### src/rtl/node_cache_arbiter_if.sv
// Requester-side and cache-side bus of the node cache arbiter.
// The arbiter attaches through the slave modport; requesters and cache model use master.
interface node_cache_arbiter_if #(
    parameter int unsigned NUM_REQ = 4,
    parameter int unsigned ADDR_W  = 10,
    parameter int unsigned DATA_W  = 64
);
    logic [NUM_REQ-1:0]        req_valid;
    logic [NUM_REQ-1:0]        req_we;
    logic [NUM_REQ-1:0]        req_lock;
    logic [NUM_REQ*ADDR_W-1:0] req_addr;
    logic [NUM_REQ*DATA_W-1:0] req_wdata;
    logic [NUM_REQ-1:0]        req_ready;

    logic [NUM_REQ-1:0]        rsp_valid;
    logic [DATA_W-1:0]         rsp_data;

    logic                      cache_en;
    logic                      cache_we;
    logic [ADDR_W-1:0]         cache_addr;
    logic [DATA_W-1:0]         cache_wdata;
    logic [DATA_W-1:0]         cache_rdata;

    modport master (
        output req_valid, req_we, req_lock, req_addr, req_wdata, cache_rdata,
        input  req_ready, rsp_valid, rsp_data, cache_en, cache_we, cache_addr, cache_wdata
    );

    modport slave (
        input  req_valid, req_we, req_lock, req_addr, req_wdata, cache_rdata,
        output req_ready, rsp_valid, rsp_data, cache_en, cache_we, cache_addr, cache_wdata
    );
endinterface

### src/rtl/node_cache_arbiter.sv
// Round-robin arbiter with lockable bursts in front of a single-port node cache.
// Grants are combinational; read responses return one cycle after the granted beat.
module node_cache_arbiter #(
    parameter int unsigned NUM_REQ = 4,
    parameter int unsigned ADDR_W  = 10,
    parameter int unsigned DATA_W  = 64
) (
    input logic                 clk,
    input logic                 rst,
    node_cache_arbiter_if.slave bus
);
    localparam int unsigned PTR_W = (NUM_REQ > 1) ? $clog2(NUM_REQ) : 1;

    localparam logic [0:0] StArb    = 1'b0;
    localparam logic [0:0] StLocked = 1'b1;

    logic [0:0]         state_q, state_d;
    logic [PTR_W-1:0]   rr_ptr_q, rr_ptr_d;
    logic [PTR_W-1:0]   owner_q, owner_d;
    logic [NUM_REQ-1:0] rsp_q, rsp_d;

    logic               xfer;
    logic               xfer_out;
    logic [PTR_W-1:0]   gnt_idx;
    logic [NUM_REQ-1:0] grant;
    logic               gnt_we;
    logic               gnt_lock;
    logic [ADDR_W-1:0]  gnt_addr;
    logic [DATA_W-1:0]  gnt_wdata;

    // (base + k) mod NUM_REQ, valid for any NUM_REQ, not just powers of two.
    function automatic logic [PTR_W-1:0] ptr_inc(input logic [PTR_W-1:0] base,
                                                 input int unsigned      k);
        int unsigned sum;
        sum = 32'(base) + k;
        if (sum >= NUM_REQ) begin
            sum = sum - NUM_REQ;
        end
        return PTR_W'(sum);
    endfunction

    always_comb begin
        gnt_idx = owner_q;
        xfer    = 1'b0;
        if (state_q == StLocked) begin
            xfer = bus.req_valid[owner_q];
        end else begin
            for (int unsigned k = 0; k < NUM_REQ; k++) begin
                if (!xfer && bus.req_valid[ptr_inc(rr_ptr_q, k)]) begin
                    xfer    = 1'b1;
                    gnt_idx = ptr_inc(rr_ptr_q, k);
                end
            end
        end
    end

    // Outputs are forced quiet while reset is held, even if requesters stay valid.
    assign xfer_out = xfer & rst;

    always_comb begin
        grant = '0;
        if (xfer_out) begin
            grant[gnt_idx] = 1'b1;
        end
    end

    always_comb begin
        gnt_we    = bus.req_we[gnt_idx];
        gnt_lock  = bus.req_lock[gnt_idx];
        gnt_addr  = bus.req_addr[gnt_idx*ADDR_W +: ADDR_W];
        gnt_wdata = bus.req_wdata[gnt_idx*DATA_W +: DATA_W];
    end

    always_comb begin
        bus.req_ready   = grant;
        bus.cache_en    = xfer_out;
        bus.cache_we    = xfer_out & gnt_we;
        bus.cache_addr  = xfer_out ? gnt_addr : '0;
        bus.cache_wdata = xfer_out ? gnt_wdata : '0;
        bus.rsp_valid   = rsp_q;
        bus.rsp_data    = (|rsp_q) ? bus.cache_rdata : '0;
    end

    always_comb begin
        state_d  = state_q;
        rr_ptr_d = rr_ptr_q;
        owner_d  = owner_q;
        rsp_d    = '0;
        if (xfer) begin
            if (gnt_lock) begin
                state_d = StLocked;
                owner_d = gnt_idx;
            end else begin
                state_d  = StArb;
                rr_ptr_d = ptr_inc(gnt_idx, 1);
            end
            if (!gnt_we) begin
                rsp_d[gnt_idx] = 1'b1;
            end
        end
    end

    always_ff @(posedge clk or negedge rst) begin
        if (!rst) begin
            state_q  <= StArb;
            rr_ptr_q <= '0;
            owner_q  <= '0;
            rsp_q    <= '0;
        end else begin
            state_q  <= state_d;
            rr_ptr_q <= rr_ptr_d;
            owner_q  <= owner_d;
            rsp_q    <= rsp_d;
        end
    end
endmodule

### src/flat_wrapper.sv
// flat-port wrapper written by rule: the top's interface ports become plain ports
module node_cache_arbiter_flat 
#(
    parameter int unsigned NUM_REQ = 4,
    parameter int unsigned ADDR_W  = 10,
    parameter int unsigned DATA_W  = 64
)
  (clk, rst, bus_req_valid, bus_req_we, bus_req_lock, bus_req_addr, bus_req_wdata, bus_cache_rdata, bus_req_ready, bus_rsp_valid, bus_rsp_data, bus_cache_en, bus_cache_we, bus_cache_addr, bus_cache_wdata);
  node_cache_arbiter_if #(.NUM_REQ(NUM_REQ), .ADDR_W(ADDR_W), .DATA_W(DATA_W)) bus_i ();
  input logic clk;
  input logic rst;
  input wire logic [$bits(bus_i.req_valid)-1:0] bus_req_valid;
  input wire logic [$bits(bus_i.req_we)-1:0] bus_req_we;
  input wire logic [$bits(bus_i.req_lock)-1:0] bus_req_lock;
  input wire logic [$bits(bus_i.req_addr)-1:0] bus_req_addr;
  input wire logic [$bits(bus_i.req_wdata)-1:0] bus_req_wdata;
  input wire logic [$bits(bus_i.cache_rdata)-1:0] bus_cache_rdata;
  output wire logic [$bits(bus_i.req_ready)-1:0] bus_req_ready;
  output wire logic [$bits(bus_i.rsp_valid)-1:0] bus_rsp_valid;
  output wire logic [$bits(bus_i.rsp_data)-1:0] bus_rsp_data;
  output wire logic [$bits(bus_i.cache_en)-1:0] bus_cache_en;
  output wire logic [$bits(bus_i.cache_we)-1:0] bus_cache_we;
  output wire logic [$bits(bus_i.cache_addr)-1:0] bus_cache_addr;
  output wire logic [$bits(bus_i.cache_wdata)-1:0] bus_cache_wdata;
  assign bus_i.req_valid = bus_req_valid;
  assign bus_i.req_we = bus_req_we;
  assign bus_i.req_lock = bus_req_lock;
  assign bus_i.req_addr = bus_req_addr;
  assign bus_i.req_wdata = bus_req_wdata;
  assign bus_i.cache_rdata = bus_cache_rdata;
  assign bus_req_ready = bus_i.req_ready;
  assign bus_rsp_valid = bus_i.rsp_valid;
  assign bus_rsp_data = bus_i.rsp_data;
  assign bus_cache_en = bus_i.cache_en;
  assign bus_cache_we = bus_i.cache_we;
  assign bus_cache_addr = bus_i.cache_addr;
  assign bus_cache_wdata = bus_i.cache_wdata;
  node_cache_arbiter #(.NUM_REQ(NUM_REQ), .ADDR_W(ADDR_W), .DATA_W(DATA_W)) u_core (.clk(clk), .rst(rst), .bus(bus_i));
endmodule
### config.mk
export PLATFORM = sky130hd
export DESIGN_NAME = node_cache_arbiter_flat
export DESIGN_NICKNAME = d
export VERILOG_FILES = /design/src/rtl/node_cache_arbiter_if.sv /design/src/rtl/node_cache_arbiter.sv /design/src/flat_wrapper.sv
export SDC_FILE = /design/constraint.sdc
export NUM_CORES = 1
export LEC_CHECK = 0
export ABC_CLOCK_PERIOD_IN_PS = 3700
export CAP_MARGIN = 20
export CORE_AREA = 2 2 202 204
export CTS_BUF_LIST = sky130_fd_sc_hd__clkbuf_8
export DETAILED_ROUTE_END_ITERATION = 10
export DIE_AREA = 0 0 204 206
export HOLD_SLACK_MARGIN = 0.08
export PLACE_DENSITY = 0.51
export SLEW_MARGIN = 25
export SYNTH_ARGS = -nofsm -noshare
export SYNTH_HDL_FRONTEND = slang
export SYNTH_SLANG_ARGS = --single-unit
### constraint.sdc
create_clock -name clk -period 3.7 [get_ports clk]
set_input_delay 0.74 -clock clk [delete_from_list [all_inputs] [get_ports clk]]
set_output_delay 0.74 -clock clk [all_outputs]
set_load 0.03 [all_outputs]
---- Word-level counts from Yosys, hierarchy flattened ----
Cells that the tools add are included.
storage, ports and cells
  input port bits ......................... 374
  output and inout bits ................... 148
  register bits after elaboration ......... 9
  logic and storage cells ................. 86
cells by class
  $add $sub $neg .......................... 9
  bitwise logic cells ..................... 3
  shift-type cells ........................ 2
  order comparisons ....................... 12
  muxes and demuxes ....................... 45
  reductions and logical operators ........ 10
  multiply operators ...................... 1
operators with widths
  cell                                                                                 count
  256-bit by 9-bit indexed part select with 64-bit output                              1
  64-bit 2-to-1 mux                                                                    2
  40-bit by 7-bit indexed part select with 10-bit output                               1
  2-bit 2-to-1 mux                                                                     14
  2-bit by 3-bit less-than comparator with 1-bit output, second input constant         6
  1-bit 2-to-1 mux                                                                     17
  1-bit binary-select mux with 2-bit select                                            7
  3-bit greater-or-equal comparator, second input constant                             4
  4-bit 2-to-1 mux                                                                     3
  10-bit 2-to-1 mux                                                                    1
  2-bit by 1-bit subtractor with 2-bit output, second input constant                   5
  2-bit by 1-bit adder with 3-bit output, second input constant                        2
  2-bit by 2-bit adder with 3-bit output, second input constant                        2
  2-bit by 3-bit multiplier with 5-bit output, second input constant                   1
  1-bit logical AND                                                                    4
  2-bit AND reduction                                                                  2
  4-bit OR reduction                                                                   1
  2-bit by 3-bit greater-or-equal comparator with 1-bit output, second input constant  1
  1-bit logical NOT                                                                    3
  1-bit AND                                                                            2
  1-bit demux with 2-bit select                                                        1
  2-bit by 1-bit greater-or-equal comparator with 1-bit output, second input constant  1
  1-bit inverter                                                                       1

---- Depth between registers and ports, before layout ----
Gate-level depths: netlist of the first run.
  depth in word-level cells ............... 25
  depth in mapped cells ................... 13
  mapped depth without buffers ............ 9

---- Worst setup path after synthesis of the first run ----
No wires, ideal clock.
  path kind ............................... input-to-output
  from .................................... in bus_req_valid[0]
  to ...................................... out bus_cache_addr[0]
  data arrival time ....................... 3,177 ps
  cell stages on the path ................. 11
  buffers on the path ..................... 4
  required time ........................... 2,960 ps
  slack ................................... -217 ps
  cell sequence ........................... buf_2 > mux4_2 > nand2_1 > a32oi_1 > o21ai_0 > o221a_2 > buf_2 > buf_4 > buf_2 > a211oi_1 > a311oi_1
between the ends
  cells in the longest elaborated chain, start to end .. 19
  elaborated cells between the ends (all ways) .. 33
  classes of those cells .................. mul: 1; shift: 1; mux: 24; bitwise: 1; reduce/logical: 6
ends and longest elaborated chain
  what                                                    RTL line                  RTL
  start, declared                                         flat_wrapper.sv:12        input wire logic [$bits(bus_i.req_valid)-1:0] bus_req_valid;
  1-bit binary-select mux with 2-bit select               node_cache_arbiter.sv:49  if (!xfer && bus.req_valid[ptr_inc(rr_ptr_q, k)]) begin
  1-bit 2-to-1 mux (implied by the code)                  node_cache_arbiter.sv:49
  1-bit 2-to-1 mux                                        node_cache_arbiter.sv:49
  1-bit 2-to-1 mux                                        node_cache_arbiter.sv:45  if (state_q == StLocked) begin
  1-bit logical NOT                                       node_cache_arbiter.sv:49
  1-bit logical AND                                       node_cache_arbiter.sv:49
  1-bit 2-to-1 mux                                        node_cache_arbiter.sv:49
  1-bit 2-to-1 mux                                        node_cache_arbiter.sv:45
  [3 not listed]                                          -
  1-bit 2-to-1 mux                                        node_cache_arbiter.sv:45
  1-bit logical NOT                                       node_cache_arbiter.sv:49
  1-bit logical AND                                       node_cache_arbiter.sv:49
  2-bit 2-to-1 mux                                        node_cache_arbiter.sv:49
  2-bit 2-to-1 mux                                        node_cache_arbiter.sv:45
  2-bit by 3-bit multiplier with 5-bit output             node_cache_arbiter.sv:70  gnt_addr = bus.req_addr[gnt_idx*ADDR_W +: ADDR_W];
  40-bit by 7-bit indexed part select with 10-bit output  node_cache_arbiter.sv:70
  10-bit 2-to-1 mux *                                     node_cache_arbiter.sv:78  bus.cache_addr = xfer_out ? gnt_addr : '0;
  end, declared                                           flat_wrapper.sv:23        output wire logic [$bits(bus_i.cache_addr)-1:0] bus_cache_addr;
Mark *: on every way between the ends. The rest lies on a longest branch, timed or not. The select of a mux whose other input is x is not followed.

---- Worst setup path in the final report of the first run ----
  from .................................... in bus_req_valid[2]
  to ...................................... out bus_cache_we
between the ends
  cells in the longest elaborated chain, start to end .. 19
  elaborated cells between the ends (all ways) .. 33
  classes of those cells .................. mux: 25; bitwise: 2; reduce/logical: 6
ends and longest elaborated chain
  what                                       RTL line                  RTL
  1-bit binary-select mux with 2-bit select  node_cache_arbiter.sv:49
  1-bit 2-to-1 mux (implied by the code)     node_cache_arbiter.sv:49
  1-bit 2-to-1 mux                           node_cache_arbiter.sv:49
  1-bit 2-to-1 mux                           node_cache_arbiter.sv:45
  1-bit logical NOT                          node_cache_arbiter.sv:49
  1-bit logical AND                          node_cache_arbiter.sv:49
  1-bit 2-to-1 mux                           node_cache_arbiter.sv:49
  1-bit 2-to-1 mux                           node_cache_arbiter.sv:45
  [3 not listed]                             -
  1-bit 2-to-1 mux                           node_cache_arbiter.sv:45
  1-bit logical NOT                          node_cache_arbiter.sv:49
  1-bit logical AND                          node_cache_arbiter.sv:49
  2-bit 2-to-1 mux                           node_cache_arbiter.sv:49
  2-bit 2-to-1 mux                           node_cache_arbiter.sv:45
  1-bit binary-select mux with 2-bit select  node_cache_arbiter.sv:68  gnt_we = bus.req_we[gnt_idx];
  1-bit 2-to-1 mux (implied by the code)     node_cache_arbiter.sv:68
  1-bit AND *                                node_cache_arbiter.sv:77  bus.cache_we = xfer_out & gnt_we;
  end, declared                              flat_wrapper.sv:22        output wire logic [$bits(bus_i.cache_we)-1:0] bus_cache_we;
Marked as above.

==> results of run 1 <==
[synth_stat cells, types with 6 or more instances]
library cell  instances  area share [%]
clkbuf_1             37             3.5
nor2_1               10            0.94
buf_4                 7             1.3
nor2b_1              65              10
dfrtp_1               9             5.6
a21oi_1               6            0.75
nand2_1             162              15
buf_2                25             3.1
a311oi_1             74              16
and2_0                6            0.94
nand3_1               6            0.75
o21ai_0               6            0.75
and2_1               69              11
a211oi_1             77              14
inv_1                 9            0.85
[worst paths after layout]
kind | startpoint | to | slack (ns) | cells past startpoint
setup / recovery | bus_req_valid[2] | bus_cache_we | -0.18 | 15
hold / removal | u_core.owner_q[1] | u_core.owner_q[1] | 0.65 | 1
setup reg to reg | u_core.rr_ptr_q[0] | u_core.bus.rsp_valid[1] | 0.59 | 16
hold reg to reg | u_core.owner_q[1] | u_core.owner_q[1] | 0.65 | 1
max in group asynchronous | rst | u_core.rr_ptr_q[1] | 2.62 | 2
min in group asynchronous | rst | u_core.owner_q[0] | 0.92 | 2
[flip-flops by register name (all words and copies together) (netlist names)]
signal,cells
u_core.bus.rsp_valid,4
u_core.owner_q,2
u_core.rr_ptr_q,2
u_core.state_q,1
[cells by family after synthesis]
kind of cell / Yosys count
AND/OR/NAND/NOR: 345
adder cells (fa/ha/maj): 4
AO/OA/AOI/OAI: 186
multiplexers: 8
buffers and inverters: 80
flip-flops: 9
[final cells by class]
class                   instances  area share [%]
repair buffers                706            56.8
multi-input cells             543            35.6
well taps                     532            5.04
flip-flops and latches          9            1.72
inverters                      10           0.379
clock buffers                   3           0.313
diodes                          5          0.0948
clock inverters                 1          0.0284
[power by group through the flow]
stage | logic, uW | clock network (uW) | registers [uW]
after global routing | 15500 | 122 | 234
after detailed placement | 10600 | 0 | 215
final | 14700 | 114 | 226
after floorplan | 5790 | 0 | 217
after global placement | 10600 | 0 | 217
after CTS | 14200 | 115 | 221
[stage by stage]
step	instances	hold slack [ns]	total power [uW]	util, %
detailed placement	1735	0.603	10800	27.2
finish	1809	0.653	15000	32.9
floorplan	632	0.444	6000	-
global route	1809	0.694	15900	32.9
CTS	1799	0.651	14600	31.9
global placement	1735	0.596	10800	27.2
[what timing repair did]
action	4_1_cts	5_1_grt
gates resized for setup	230	97
gates cloned	19	3
setup endpoints to repair	79	79
pin swaps	114	83
buffers inserted	41	9
[layer usage]
| metal | vias to the layer above | track usage, % | routed length (microns) |
|---|---|---|---|
| li1 | 3611 | - | - |
| met1 | 3485 | 15.6 | 12500 |
| met2 | 354 | 28.8 | 17800 |
| met3 | 28 | 2.98 | 2590 |
| met4 | 2 | 3.26 | 764 |
| met5 | - | 0 | 13 |
==> impl_results.rst, run 1 <==
.. list-table::
   :header-rows: 1

   * - Metric
     - Value
   * - Status
     - complete, but fails checks
   * - Violations in the final reports
     - setup timing
   * - Most used cells in the layout excluding fill and tap cells
     - clkdlybuf4s50_1, buf_4, nand2_1, a211oi_2, nor2b_1
   * - Fin Clk Skew
     - 0.00205 ns
   * - Multi-input logic area
     - 4700 sq um
   * - Primary flip-flop cell chosen by synthesis mapping
     - dfrtp_1
   * - Switching power as a share of total power
     - 50.6%
   * - Final period demand of the worst path
     - 3.88 ns
   * - CTS tree
     - yes
   * - Count of pins over their slew limit
     - 0
   * - Antenna violations before repair
     - 6
   * - CTS HTree Levels
     - 1
   * - Worst VDD drop
     - 0.523 mV
   * - Data required time at the worst endpoint
     - 2.96 ns
   * - Internal power component
     - 7410 uW
   * - Placeable core region
     - 40,200 sq um
   * - Logic gate share of total power
     - 97.7%
   * - Area after DPL
     - 10,900 sq um
   * - Clock buffer count from CTS
     - 3
   * - Total setup violations reported at the end of the flow
     - 79
   * - Overall Global Routing Usage
     - 14.5%
   * - Row count
     - 74
   * - Post-DP HPWL
     - 24,700 microns
   * - RD Place Congestion
     - 0.846
   * - Share of the synthesized netlist area taken by xor and xnor gates
     - 0%
   * - Startpoint-to-endpoint class of the critical path
     - input port to output pin
   * - Setup crit start kind
     - input port
   * - Synthesized area
     - 3990 sq um
   * - Flip-flop and latch count after synthesis
     - 9
   * - Avg Vias per Cell
     - 4.13
   * - Mean post-synth cell area
     - 6.32 sq um
   * - Area used by sequential logic in the layout
     - 226 sq um
   * - Worst-Skew Late Latency
     - 0.23 ns
   * - CP Buf/Inv Count
     - 7
   * - Worst slack at placement
     - -0.687 ns
   * - Share of the synthesized area in compound gates (AO/OA/AOI/OAI)
     - 37.2%
   * - Adder and majority cell fraction of the synthesized area
     - 1.25%
   * - Area fraction in and, or, nand and nor cells after synthesis
     - 44.0%
   * - Top cell by count, worst path
     - buf_12
   * - Setup repair after global routing missed its margin
     - yes
   * - Max Cap Viol
     - 0
   * - P_leak
     - 0.00502 uW
   * - Count of distinct cell types in the synthesized netlist
     - 56
   * - Drt drc
     - 0
   * - Number of buffer cells added on primary ports
     - 521
   * - Post-detailed-route count of antenna-violating nets
     - 0
   * - Synth Instances
     - 632
   * - Number of global-route vias before repair
     - 7,682
   * - Clock share of power
     - 0.8%
   * - Worst stage delay on the critical path
     - 0.27 ns
   * - Clock root buffer
     - clkbuf_8
   * - Number of failing hold endpoints at the final stage
     - 0
   * - Hold_buf cts
     - 0
   * - Power per cell area
     - 1140 nW/um^2
   * - Ratio of final minimum period to clock period
     - 105%
   * - Total I/O pin count
     - 522
   * - Pin count of the biggest net entering global routing
     - 65
   * - Clock transition at path regs
     - 0.05 ns
   * - Synthesized net count
     - 1,010
   * - Routed wire length
     - 33,700 microns
   * - Wire length of the first global-routing pass
     - 46,200 microns
   * - Async set or reset register ratio after synthesis
     - 100%
   * - Worst Tran Pin Value
     - 0.620 ns
   * - Floorplan die area
     - 42,000 sq um
   * - Post-route setup TNS
     - -7.73 ns
   * - Proportion of synthesized chip area in sequential cells
     - 5.64%
   * - Count of nets after finishing
     - 1,651
   * - Worst-case headroom to the max-slew limit
     - 58.7%
   * - Arr. time, crit path
     - 3.14 ns
   * - Fraction of power consumed by sequential logic
     - 1.5%
   * - Crit-path cells
     - buf_8, buf_6, mux2_4, a32oi_2, nand4_1, a21oi_4, o21ai_4, buf_12, buf_12, buf_16, buf_12, mux2i_1, mux2i_2, and2_4, buf_6
   * - Net Switching
     - 7590 uW
   * - Overall die height
     - 206 microns
   * - Hold crit path type
     - flop to flop
   * - Die W
     - 204 microns
   * - Number of flops mapped to enable cells by yosys
     - 0
   * - Routed wire per std cell
     - 18.6 microns
   * - Final-layout fill cell count
     - 4,173
   * - Final setup slack of the worst path
     - -0.176 ns
   * - Gr ovfl total
     - 0
   * - YS warnings
     - 0
   * - Proportion of layout cells with a drive suffix above 1
     - 40.4%
   * - Achievable Freq
     - 258 MHz
   * - Area added between synthesis and finish
     - 231%
   * - Number of violations reported at the end of detailed-routing iteration 0
     - 283
   * - Leading cell type in the layout, fill and taps excluded
     - clkdlybuf4s50_1
   * - Detailed-route via count
     - 7,480
   * - Effective utilization at floorplan
     - 9.94%
   * - Clk sinks
     - 9
   * - Count of TritonRoute iterations in the first routing pass
     - 4
   * - Cell with the largest stage delay on the worst path
     - mux2_4
   * - Mux share of post-synthesis cell area
     - 2.73%
   * - Buffer levels on the longest clock path
     - 2
   * - Combinational family with the most area after synthesis
     - simple AND/OR/NAND/NOR gates
   * - Max Fanout on Critical Path
     - 5
   * - Final standard cell area without fillers
     - 13,200 sq um
   * - Sort of element at the end of the critical path
     - output pin
   * - Top delay family on crit path
     - buffers and inverters
No activity file was read; power rests on OpenSTA's default activity.
==> run 2: changes to the inputs <==
- REMOVE_ABC_BUFFERS: unset -> 1
==> run 2 against run 1 <==
- the flow still finishes with violations (setup timing)
- non-clock buffer count shrank 18
- sequential share of layout area barely moved
- critical path depth is the same
- power shrank 2.2%
- worst hold slack worse by 0.040 ns
- sequential power fell by 2%
- cell area fell by 1.3%
- worst setup slack gained 0.072 ns
- clock-buffer cell count did not move
- wire length shrank 2.4%
- flip-flop and latch count unchanged
==> impl_results.rst, run 2 (synthesis gave the netlist of run 1 again) <==
.. list-table::
   :header-rows: 1

   * - Metric
     - Value
   * - Buffer levels on the longest clock path
     - 2 (unchanged)
   * - Antenna violations before repair
     - 0 (-6)
   * - P_leak
     - 0.00490 uW (-2.3%)
   * - Top cell by count, worst path
     - buf_12
   * - Launch point of the worst path
     - bus_req_valid[2]
   * - Clock buffer count from CTS
     - 3 (unchanged)
   * - Data required time at the worst endpoint
     - 2.96 ns (about the same)
   * - Max Cap Viol
     - 0 (unchanged)
   * - Most used cells in the layout excluding fill and tap cells
     - clkdlybuf4s50_1, buf_4, nand2_1, nor2b_1, a311oi_2
   * - RD Place Congestion
     - 0.884 (+4.5%)
   * - Area used by sequential logic in the layout
     - 226 sq um (unchanged)
   * - Overall die height
     - 206 microns (unchanged)
   * - Achievable Freq
     - 263 MHz (+1.9%)
   * - Fraction of met3 tracks used by global routing
     - 2.55% (-0.43 points)
   * - CTS HTree Levels
     - 1 (unchanged)
   * - Violations in the final reports
     - setup timing
   * - Flip-flop count of the largest register, all copies and words added
     - 4 (unchanged)
   * - Overall Global Routing Usage
     - 13.6% (-0.87 points)
   * - Leading cell type in the layout, fill and taps excluded
     - clkdlybuf4s50_1
   * - Setup crit start kind
     - input port
   * - Worst VDD drop
     - 0.593 mV (+13%)
   * - Start of the worst register-to-register path
     - u_core.rr_ptr_q[0]
   * - Met1 usage
     - 13.9% (-1.7 points)
   * - CP Depth
     - 15 (unchanged)
   * - Placeable core region
     - 40,200 sq um (unchanged)
   * - Multi-input logic area
     - 4730 sq um (+0.53%)
   * - Gr ovfl total
     - 0 (unchanged)
   * - Number of global-route vias before repair
     - 7,744 (+0.81%)
   * - Cell with the largest stage delay on the worst path
     - mux2_4
   * - Final period demand of the worst path
     - 3.80 ns (-0.0722 ns)
   * - Worst stage delay on the critical path
     - 0.27 ns (about the same)
   * - Count of nets after finishing
     - 1,633 (-1.1%)
   * - Setup repair after global routing missed its margin
     - yes
   * - Crit-path cells
     - buf_8, buf_6, mux2_4, a32oi_2, nand4_1, a21oi_4, o21ai_4, buf_12, clkinv_16, buf_16, buf_12, nand2_4, a311oi_2, buf_4, buf_12
   * - Proportion of layout cells with a drive suffix above 1
     - 38.7% (-1.7 points)
   * - Crit path capture
     - bus_cache_wdata[15]
   * - Number of failing hold endpoints at the final stage
     - 0 (unchanged)
   * - Total setup violations reported at the end of the flow
     - 54 (-32%)
   * - Worst hold slack
     - 0.613 ns (-0.0397 ns)
   * - Effective utilization at floorplan
     - 9.94% (unchanged)
   * - Number of buffer cells added on primary ports
     - 521 (unchanged)
   * - Post-DP HPWL
     - 23,600 microns (-4.7%)
   * - Number of violations reported at the end of detailed-routing iteration 0
     - 272 (-3.9%)
   * - Total I/O pin count
     - 522 (unchanged)
   * - Wire length of the first global-routing pass
     - 43,800 microns (-5.1%)
   * - Area after DPL
     - 10,600 sq um (-3.2%)
   * - Hold_buf cts
     - 0 (unchanged)
   * - Met2 Resource Use GR
     - 27.5% (-1.3 points)
   * - Drt drc
     - 0 (unchanged)
   * - Pin count of the biggest net entering global routing
     - 65 (unchanged)
   * - CTS tree
     - yes
   * - Worst Tran Pin Value
     - 0.398 ns (-0.222 ns)
   * - Routed wire per std cell
     - 18.4 microns (-1.2%)
   * - Count of TritonRoute iterations in the first routing pass
     - 6 (+2)
   * - Startpoint-to-endpoint class of the critical path
     - input port to output pin
   * - Minimum setup slack among reg-to-reg paths
     - 0.72 ns (+0.13 ns)
   * - Fin Clk Skew
     - 0.00828 ns (+0.00623 ns)
   * - Die W
     - 204 microns (unchanged)
   * - Arr. time, crit path
     - 3.06 ns (-0.08 ns)
   * - Capturing point of the worst reg2reg path
     - u_core.rr_ptr_q[1]
   * - Status
     - complete, but fails checks
   * - Avg Vias per Cell
     - 4.17 (+0.96%)
   * - Clock root buffer
     - clkbuf_8
   * - Detailed-route via count
     - 7,456 (-0.32%)
   * - Hold crit path type
     - flop to flop
   * - Power per cell area
     - 1130 nW/um^2 (-0.99%)
   * - Length in cells of the worst reg-to-reg path
     - 12 (-4)
   * - Worst-case headroom to the max-slew limit
     - 73.2% (+15 points)
   * - Routed wire length
     - 32,900 microns (-2.4%)
   * - Floorplan die area
     - 42,000 sq um (unchanged)
   * - Max Fanout on Critical Path
     - 8 (+3)
   * - Count of pins over their slew limit
     - 0 (unchanged)
   * - Final setup slack of the worst path
     - -0.104 ns (+0.0722 ns)
   * - Clk sinks
     - 9 (unchanged)
   * - Post-detailed-route count of antenna-violating nets
     - 0 (unchanged)
   * - Top delay family on crit path
     - buffers and inverters
   * - Grt peak-use layer
     - met2
   * - Row count
     - 74 (unchanged)
   * - Worst-Skew Late Latency
     - 0.23 ns (about the same)
   * - CP Buf/Inv Count
     - 8 (+1)
   * - Final-layout fill cell count
     - 4,178 (+0.12%)
   * - Area added between synthesis and finish
     - 226%
   * - Sort of element at the end of the critical path
     - output pin
   * - Final standard cell area without fillers
     - 13,000 sq um (-1.3%)
   * - Clock transition at path regs
     - 0.05 ns (about the same)
   * - Ratio of final minimum period to clock period
     - 103% (-2.0 points)
   * - Number of antenna cells inserted
     - 0 (-5)
## run 2: changes by cell type in the layout (fill, tap and decap cells not counted), sizes merged
cell / change
bufbuf: +1
clkdlybuf4s50: +1
buf: -25
diode: -5
clkinv: +1
clkinvlp: +1
clkbuf: +5
inv: -2
## run 2: routing by layer
metal,part of all wire [%],vias up
met2,54,383
li1,-,3554
met5,0,-
met3,7.5,38
met1,36,3481
met4,2.6,0
## run 2: cell type report
cell class              count  share of cell area, %
multi-input cells         543                   36.3
repair buffers            688                   56.0
well taps                 532                   5.11
clock buffers               3                  0.317
inverters                  10                  0.518
clock inverters             1                 0.0288
flip-flops and latches      9                   1.74
## run 2: stage by stage
| stage | setup slack [ns] | power (uW) | instances | util, % | setup TNS (ns) |
|---|---|---|---|---|---|
| 5_1_grt | -0.224 | 15500 | 1786 | 32.4 | -9.84 |
| 2_1_floorplan | -3.06 | 4630 | 562 | - | -365.53 |
| 6_report | -0.104 | 14700 | 1786 | 32.4 | -1.90 |
| 4_1_cts | -0.108 | 13500 | 1776 | 30.5 | -3.12 |
| 3_3_place_gp | -0.659 | 10300 | 1731 | 26.3 | -42.09 |
| 3_5_place_dp | -0.678 | 10300 | 1731 | 26.3 | -43.80 |
## run 2: worst min-delay path by stage
stage                       from                      end  cells after the start
2_1_floorplan                rst  u_core.bus.rsp_valid[0]                      0
3_3_place_gp   u_core.owner_q[1]        u_core.owner_q[1]                      1
3_5_place_dp   u_core.owner_q[1]        u_core.owner_q[1]                      1
4_1_cts        u_core.owner_q[1]        u_core.owner_q[1]                      1
5_1_grt        u_core.owner_q[1]        u_core.owner_q[1]                      1
6_report       u_core.owner_q[1]        u_core.owner_q[1]                      1
## run 2: power by group
part | leakage [uW] | total [uW] | internal (uW) | switching [uW]
sequential | 0.000111 | 222 | 148 | 74.2
clock | 0.0000269 | 107 | 72.0 | 35.5
combinational | 0.00477 | 14300 | 6870 | 7470
total | 0.00490 | 14700 | 7090 | 7580
## run 2: what timing repair did
action                     4_1_cts  5_1_grt
setup endpoints to repair       80       79
setup buffers                   31       10
pin swaps                      108      114
gates resized for setup        230      139
cloned                          14        8
==> patch 1 (flow settings as in run 1) <==
`NUM_REQ` is set to 4 in 3 places; all go to 2.
--- a/src/rtl/node_cache_arbiter_if.sv
+++ b/src/rtl/node_cache_arbiter_if.sv
@@ -2,5 +2,5 @@
 // The arbiter attaches through the slave modport; requesters and cache model use master.
 interface node_cache_arbiter_if #(
-    parameter int unsigned NUM_REQ = 4,
+    parameter int unsigned NUM_REQ = 2,
     parameter int unsigned ADDR_W  = 10,
     parameter int unsigned DATA_W  = 64
--- a/src/rtl/node_cache_arbiter.sv
+++ b/src/rtl/node_cache_arbiter.sv
@@ -2,5 +2,5 @@
 // Grants are combinational; read responses return one cycle after the granted beat.
 module node_cache_arbiter #(
-    parameter int unsigned NUM_REQ = 4,
+    parameter int unsigned NUM_REQ = 2,
     parameter int unsigned ADDR_W  = 10,
     parameter int unsigned DATA_W  = 64
--- a/src/flat_wrapper.sv
+++ b/src/flat_wrapper.sv
@@ -2,5 +2,5 @@
 module node_cache_arbiter_flat 
 #(
-    parameter int unsigned NUM_REQ = 4,
+    parameter int unsigned NUM_REQ = 2,
     parameter int unsigned ADDR_W  = 10,
     parameter int unsigned DATA_W  = 64
Ports: changed (7 resized); port bits go from 522 to 364. No check against the original RTL was run, so the function may have changed too.
==> patch 1 against run 1 <==
  * Sequential cell count decreased by 4
  * Via count shrank 58%
  * Count of clock-buffer cells in the layout unchanged
  * Final area shrank 55%
  * Wire length fell by 63%
  * Worst setup slack gained 0.34 ns
  * Die area unchanged
  * Global-route usage fell by 9.5 points
  * Register-to-register slack improved by 1.6 ns
  * Hold slack gained 0.023 ns
  * Area after synthesis is 60% lower
Power is left out: it rests on default switching activity, and per cell area and clock period it moved more than threefold.
==> patch 1: results (changes against run 1) <==
- Status: finished, final reports clean (was complete, but fails checks)
- Met2 WL: 6250 µm (was 17800 µm)
- Worst stage delay on the critical path: 0.71 ns (was 0.27 ns)
- Iter 0 DRT Violations: 147 (was 283)
- GRT Util Overall: 0.0499 (was 0.145)
- Placed insts: 1086 (was 1735)
- GRT met1 Usage: 0.0511 (was 0.156)
- Crit-path slowest cell: clkdlybuf4s50_1 (was mux2_4)
- Layout cells sized above 1: 0.167 (was 0.404)
- First drt pass iteration count: 4 (unchanged)
- Top Layer Used: met4 (was met5)
- FILL cells: 4554 (was 4173)
- Met3 WL: 1740 µm (was 2590 µm)
- DP HPWL: 11000 µm (was 24700 µm)
- Multi-input gate area: 0.00133 mm² (was 0.00470 mm²)
- Max reg flops: 2 (was 4)
- GRT met2 Usage: 0.0968 (was 0.288)
- Antenna diodes: 0 (was 5)
- M1 wire length: 4210 µm (was 12500 µm)
- Number of global-route vias before repair: 3003 (was 7682)
- Non-clock inverter instance count of the final layout: 4 (was 10)
- Mapped Avg Cell Area: 7.68 µm² (was 6.32 µm²)
- Slew of the pin with the lowest slew margin: 0.580 ns (was 0.620 ns)
- Layout clock area frac: 0.00763 (was 0.00341)
- Non-clk buf share: 0.631 (was 0.568)
- Mapped Nets: 426 (was 1010)
- Via count: 3168 (was 7480)
- Layout area overhead: 273% (was 231%)
- Initial antenna violation count: 0 (was 6)
- Mapped Area: 0.00158 mm² (was 0.00399 mm²)
- Met3 Use GR: 0.0156 (was 0.0298)
- Seq Cell Count: 5 (was 9)
- Post-synth top cells: a22o_1, nor2b_1, buf_4 (was nand2_1, a211oi_1, a311oi_1)
- Synth cell types: 29 (was 56)
- GPL Wtd Cong: 0.704 (was 0.846)
- Final WL: 12500 µm (was 33700 µm)
- Placed Area: 0.00586 mm² (was 0.0109 mm²)
- Clk slew on worst S/H paths: 0.04 ns
- Resized cells post-CTS: 0 (was 230)
- First-pass GRT wire length: 16300 µm (was 46200 µm)
- Sequential cell area share: 0.0212 (was 0.0172)
- PortBufs: 363 (was 521)
- Setup bufs post-CTS: 0 (was 41)
- Sequential area share after synthesis: 0.0791 (was 0.0564)
- Comb_multi_in: 173 (was 543)
- Top cells by area, synth: a22o_1, nor2b_1, dfrtp_1, buf_4, buf_2 (was a311oi_1, nand2_1, a211oi_1, and2_1, nor2b_1)
- Non-Clock Buffer Count: 372 (was 706)
- Root Buffer: clkbuf_8 (unchanged)
- Share of the synthesized area in the top cell type: 0.409 (was 0.162)
- Clock Path Buffers: 2 (unchanged)
- Critical path peak fanout: 10 (was 5)
- Vias per cell: 2.91 (was 4.13)
- Final net count: 779 (was 1651)
- Clock skew: 0.000574 ns (was 0.00205 ns)
- Setup WS pre-CTS: 0.138 ns (was -0.687 ns)
patch 1: path summary, 6_finish.rpt:
check                                            from                           endpoint  slack, ns  depth (start not counted)
max                                  bus_req_valid[1]                       bus_cache_we       0.17                          5
min                        u_core.owner_q$_DFFE_PN0P_  u_core.bus.rsp_valid[0]$_DFF_PN0_       0.68                          1
max reg2reg                u_core.state_q$_DFFE_PN0P_  u_core.bus.rsp_valid[0]$_DFF_PN0_       2.17                          3
min reg2reg                u_core.owner_q$_DFFE_PN0P_  u_core.bus.rsp_valid[0]$_DFF_PN0_       0.68                          1
max in group asynchronous                         rst        u_core.rr_ptr_q$_DFFE_PN0P_       2.74                          2
min in group asynchronous                         rst         u_core.owner_q$_DFFE_PN0P_       0.85                          2
patch 1: logic make-up after synthesis:
| family | after synthesis | synth area share |
|---|---|---|
| simple gates | 79 | 0.309 |
| buf+inv | 28 | 0.0964 |
| compound gates | 94 | 0.515 |
| flops | 5 | 0.0791 |
==> patch 2 (config.mk and constraints of run 1) <==
Without the edit above. Reset style: synchronous (`rst`), changed in one clocked block.
--- a/src/rtl/node_cache_arbiter.sv
+++ b/src/rtl/node_cache_arbiter.sv
@@ -101,5 +101,5 @@
     end
 
-    always_ff @(posedge clk or negedge rst) begin
+    always_ff @(posedge clk) begin
         if (!rst) begin
             state_q  <= StArb;
Check against the original RTL: differs if rst is asserted again (counterexample within 4 cycles, from zero or initial values and one cycle with rst low); with rst held inactive, the same outputs for 4 cycles.
==> patch 2 against run 1 <==
  * The flow still finishes with violations (negative setup slack)
  * First-iteration DRC count decreased by 4.9%
  * Worst setup slack worse by 0.11 ns
  * Area after synthesis fell by 1.9%
  * Synthesized cell count shrank 0.32%
  * Non-clock buffer count is 50 lower
  * Final area fell by 5.9%
  * Sequential cell count did not move
  * Sequential power fell by 15%
  * Hold slack lost 0.081 ns
  * Wire length rose by 1.2%
  * Cell count down 3.2%
  * Power decreased by 28%
==> patch 2: results (changes against run 1) <==
- Status: complete, but fails checks (unchanged)
- Failing checks: negative setup slack (unchanged)
- Hold Path Origin: u_core.owner_q[1]$_SDFFE_PN0P_ (was u_core.owner_q[1]$_DFFE_PN0P_)
- Worst VDD drop: 0.366 mV (was 0.523 mV)
- Resized cells post-CTS: 179 (was 230)
- Worst R2R Setup Slack: 0.73 ns (was 0.59 ns)
- Final worst slack: -0.286 ns (was -0.176 ns)
- GRT Util Overall: 0.145 (about the same)
- CP Data Arrival Time: 3.25 ns (was 3.14 ns)
- Worst r2r src: u_core.rr_ptr_q[0]$_SDFFE_PN0P_ (was u_core.rr_ptr_q[0]$_DFFE_PN0P_)
- Drt wl/cell: 19.5 µm (was 18.6 µm)
- Initial antenna violation count: 4 (was 6)
- Pint: 0.00509 W (was 0.00741 W)
- Number of global-route vias before repair: 7346 (was 7682)
- Top Layer Used: met4 (was met5)
- Setup bufs post-CTS: 12 (was 41)
- Met3 Use GR: 0.0274 (was 0.0298)
- Setup crit end: bus_cache_wdata[2] (was bus_cache_we)
- Met3 WL: 2720 µm (was 2590 µm)
- Top_reg_cell synth: dfxtp_1 (was dfrtp_1)
- DP HPWL: 25200 µm (was 24700 µm)
- Final setup vio count: 77 (was 79)
- Hold Path Depth: 2 (was 1)
- GPL Wtd Cong: 0.808 (was 0.846)
- GRT met1 Usage: 0.155 (was 0.156)
- Top cells by area, synth: a311oi_1, nand2_1, a211oi_1, and2_1, nor2b_1 (unchanged)
- Met2 WL: 18500 µm (was 17800 µm)
- Sequential area share after synthesis: 0.0460 (was 0.0564)
- Post-synth top cells: nand2_1, a211oi_1, and2_1 (was nand2_1, a211oi_1, a311oi_1)
- GRT met2 Usage: 0.293 (was 0.288)
- First-pass GRT wire length: 45900 µm (was 46200 µm)
- Reg-to-Reg End: u_core.rr_ptr_q[1]$_SDFFE_PN0P_ (was u_core.bus.rsp_valid[1]$_DFF_PN0_)
- Final net count: 1597 (was 1651)
- Worst stage delay on the critical path: 0.49 ns (was 0.27 ns)
- Clock skew: 0.00594 ns (was 0.00205 ns)
- Hold Path Sink: u_core.owner_q[1]$_SDFFE_PN0P_ (was u_core.owner_q[1]$_DFFE_PN0P_)
- Starting density of the core: 0.0975 (was 0.0994)
- Pleak: 4.60 nW (was 5.02 nW)
- Sum Neg Setup Slack: -9.84 ns (was -7.73 ns)
==> patch 2: metrics by stage <==
| step | hold slack, ns | instance area (µm²) | setup slack, ns | instances | total power, W |
|---|---|---|---|---|---|
| global placement | 0.546 | 10500 | -1.06 | 1698 | 0.00787 |
| finish | 0.572 | 12400 | -0.286 | 1752 | 0.0108 |
| floorplan | 0.482 | 4190 | -0.238 | 630 | 0.00457 |
| CTS | 0.560 | 11700 | -0.518 | 1726 | 0.00999 |
| global route | 0.607 | 12400 | -0.413 | 1752 | 0.0113 |
| detailed placement | 0.553 | 10500 | -1.06 | 1698 | 0.00787 |
==> patch 2: kinds of logic after synthesis <==
family,synth area share
AND/OR/NAND/NOR,0.436
buffers and inverters,0.0994
adder cells (fa/ha/maj),0.0128
multiplexers,0.0243
flip-flops,0.0460
AO/OA/AOI/OAI,0.382
==> patch 2: layout make-up <==
cell class | count | area (µm²) | share of cell area
Multi-Input combinational cell | 538 | 4520 | 0.364
Antenna cell | 2 | 5.00 | 0.000403
Sequential cell | 9 | 180 | 0.0145
Inverter | 11 | 53.8 | 0.00433
Timing Repair Buffer | 656 | 6950 | 0.560
Tap cell | 532 | 666 | 0.0536
Clock buffer | 3 | 41.3 | 0.00332
Clock inverter | 1 | 3.75 | 0.000302
==> patch 2: power by group through the flow <==
stage	Combinational (W)	Clock (W)	Sequential, W
2_1_floorplan	0.00440	0	0.000175
3_3_place_gp	0.00767	0	0.000193
3_5_place_dp	0.00768	0	0.000190
4_1_cts	0.00968	0.000113	0.000190
5_1_grt	0.0110	0.000120	0.000198
6_report	0.0105	0.000108	0.000193
==> patch 2: worst register-to-register path: cells and delay by family (launching register included) <==
family                 cells  cell delay, ns
buffers and inverters      5            0.82
muxes                      2            0.69
and+or+nand+nor            1            0.13
AOI/OAI and AO/OA          5            0.71
DFF                        1            0.46
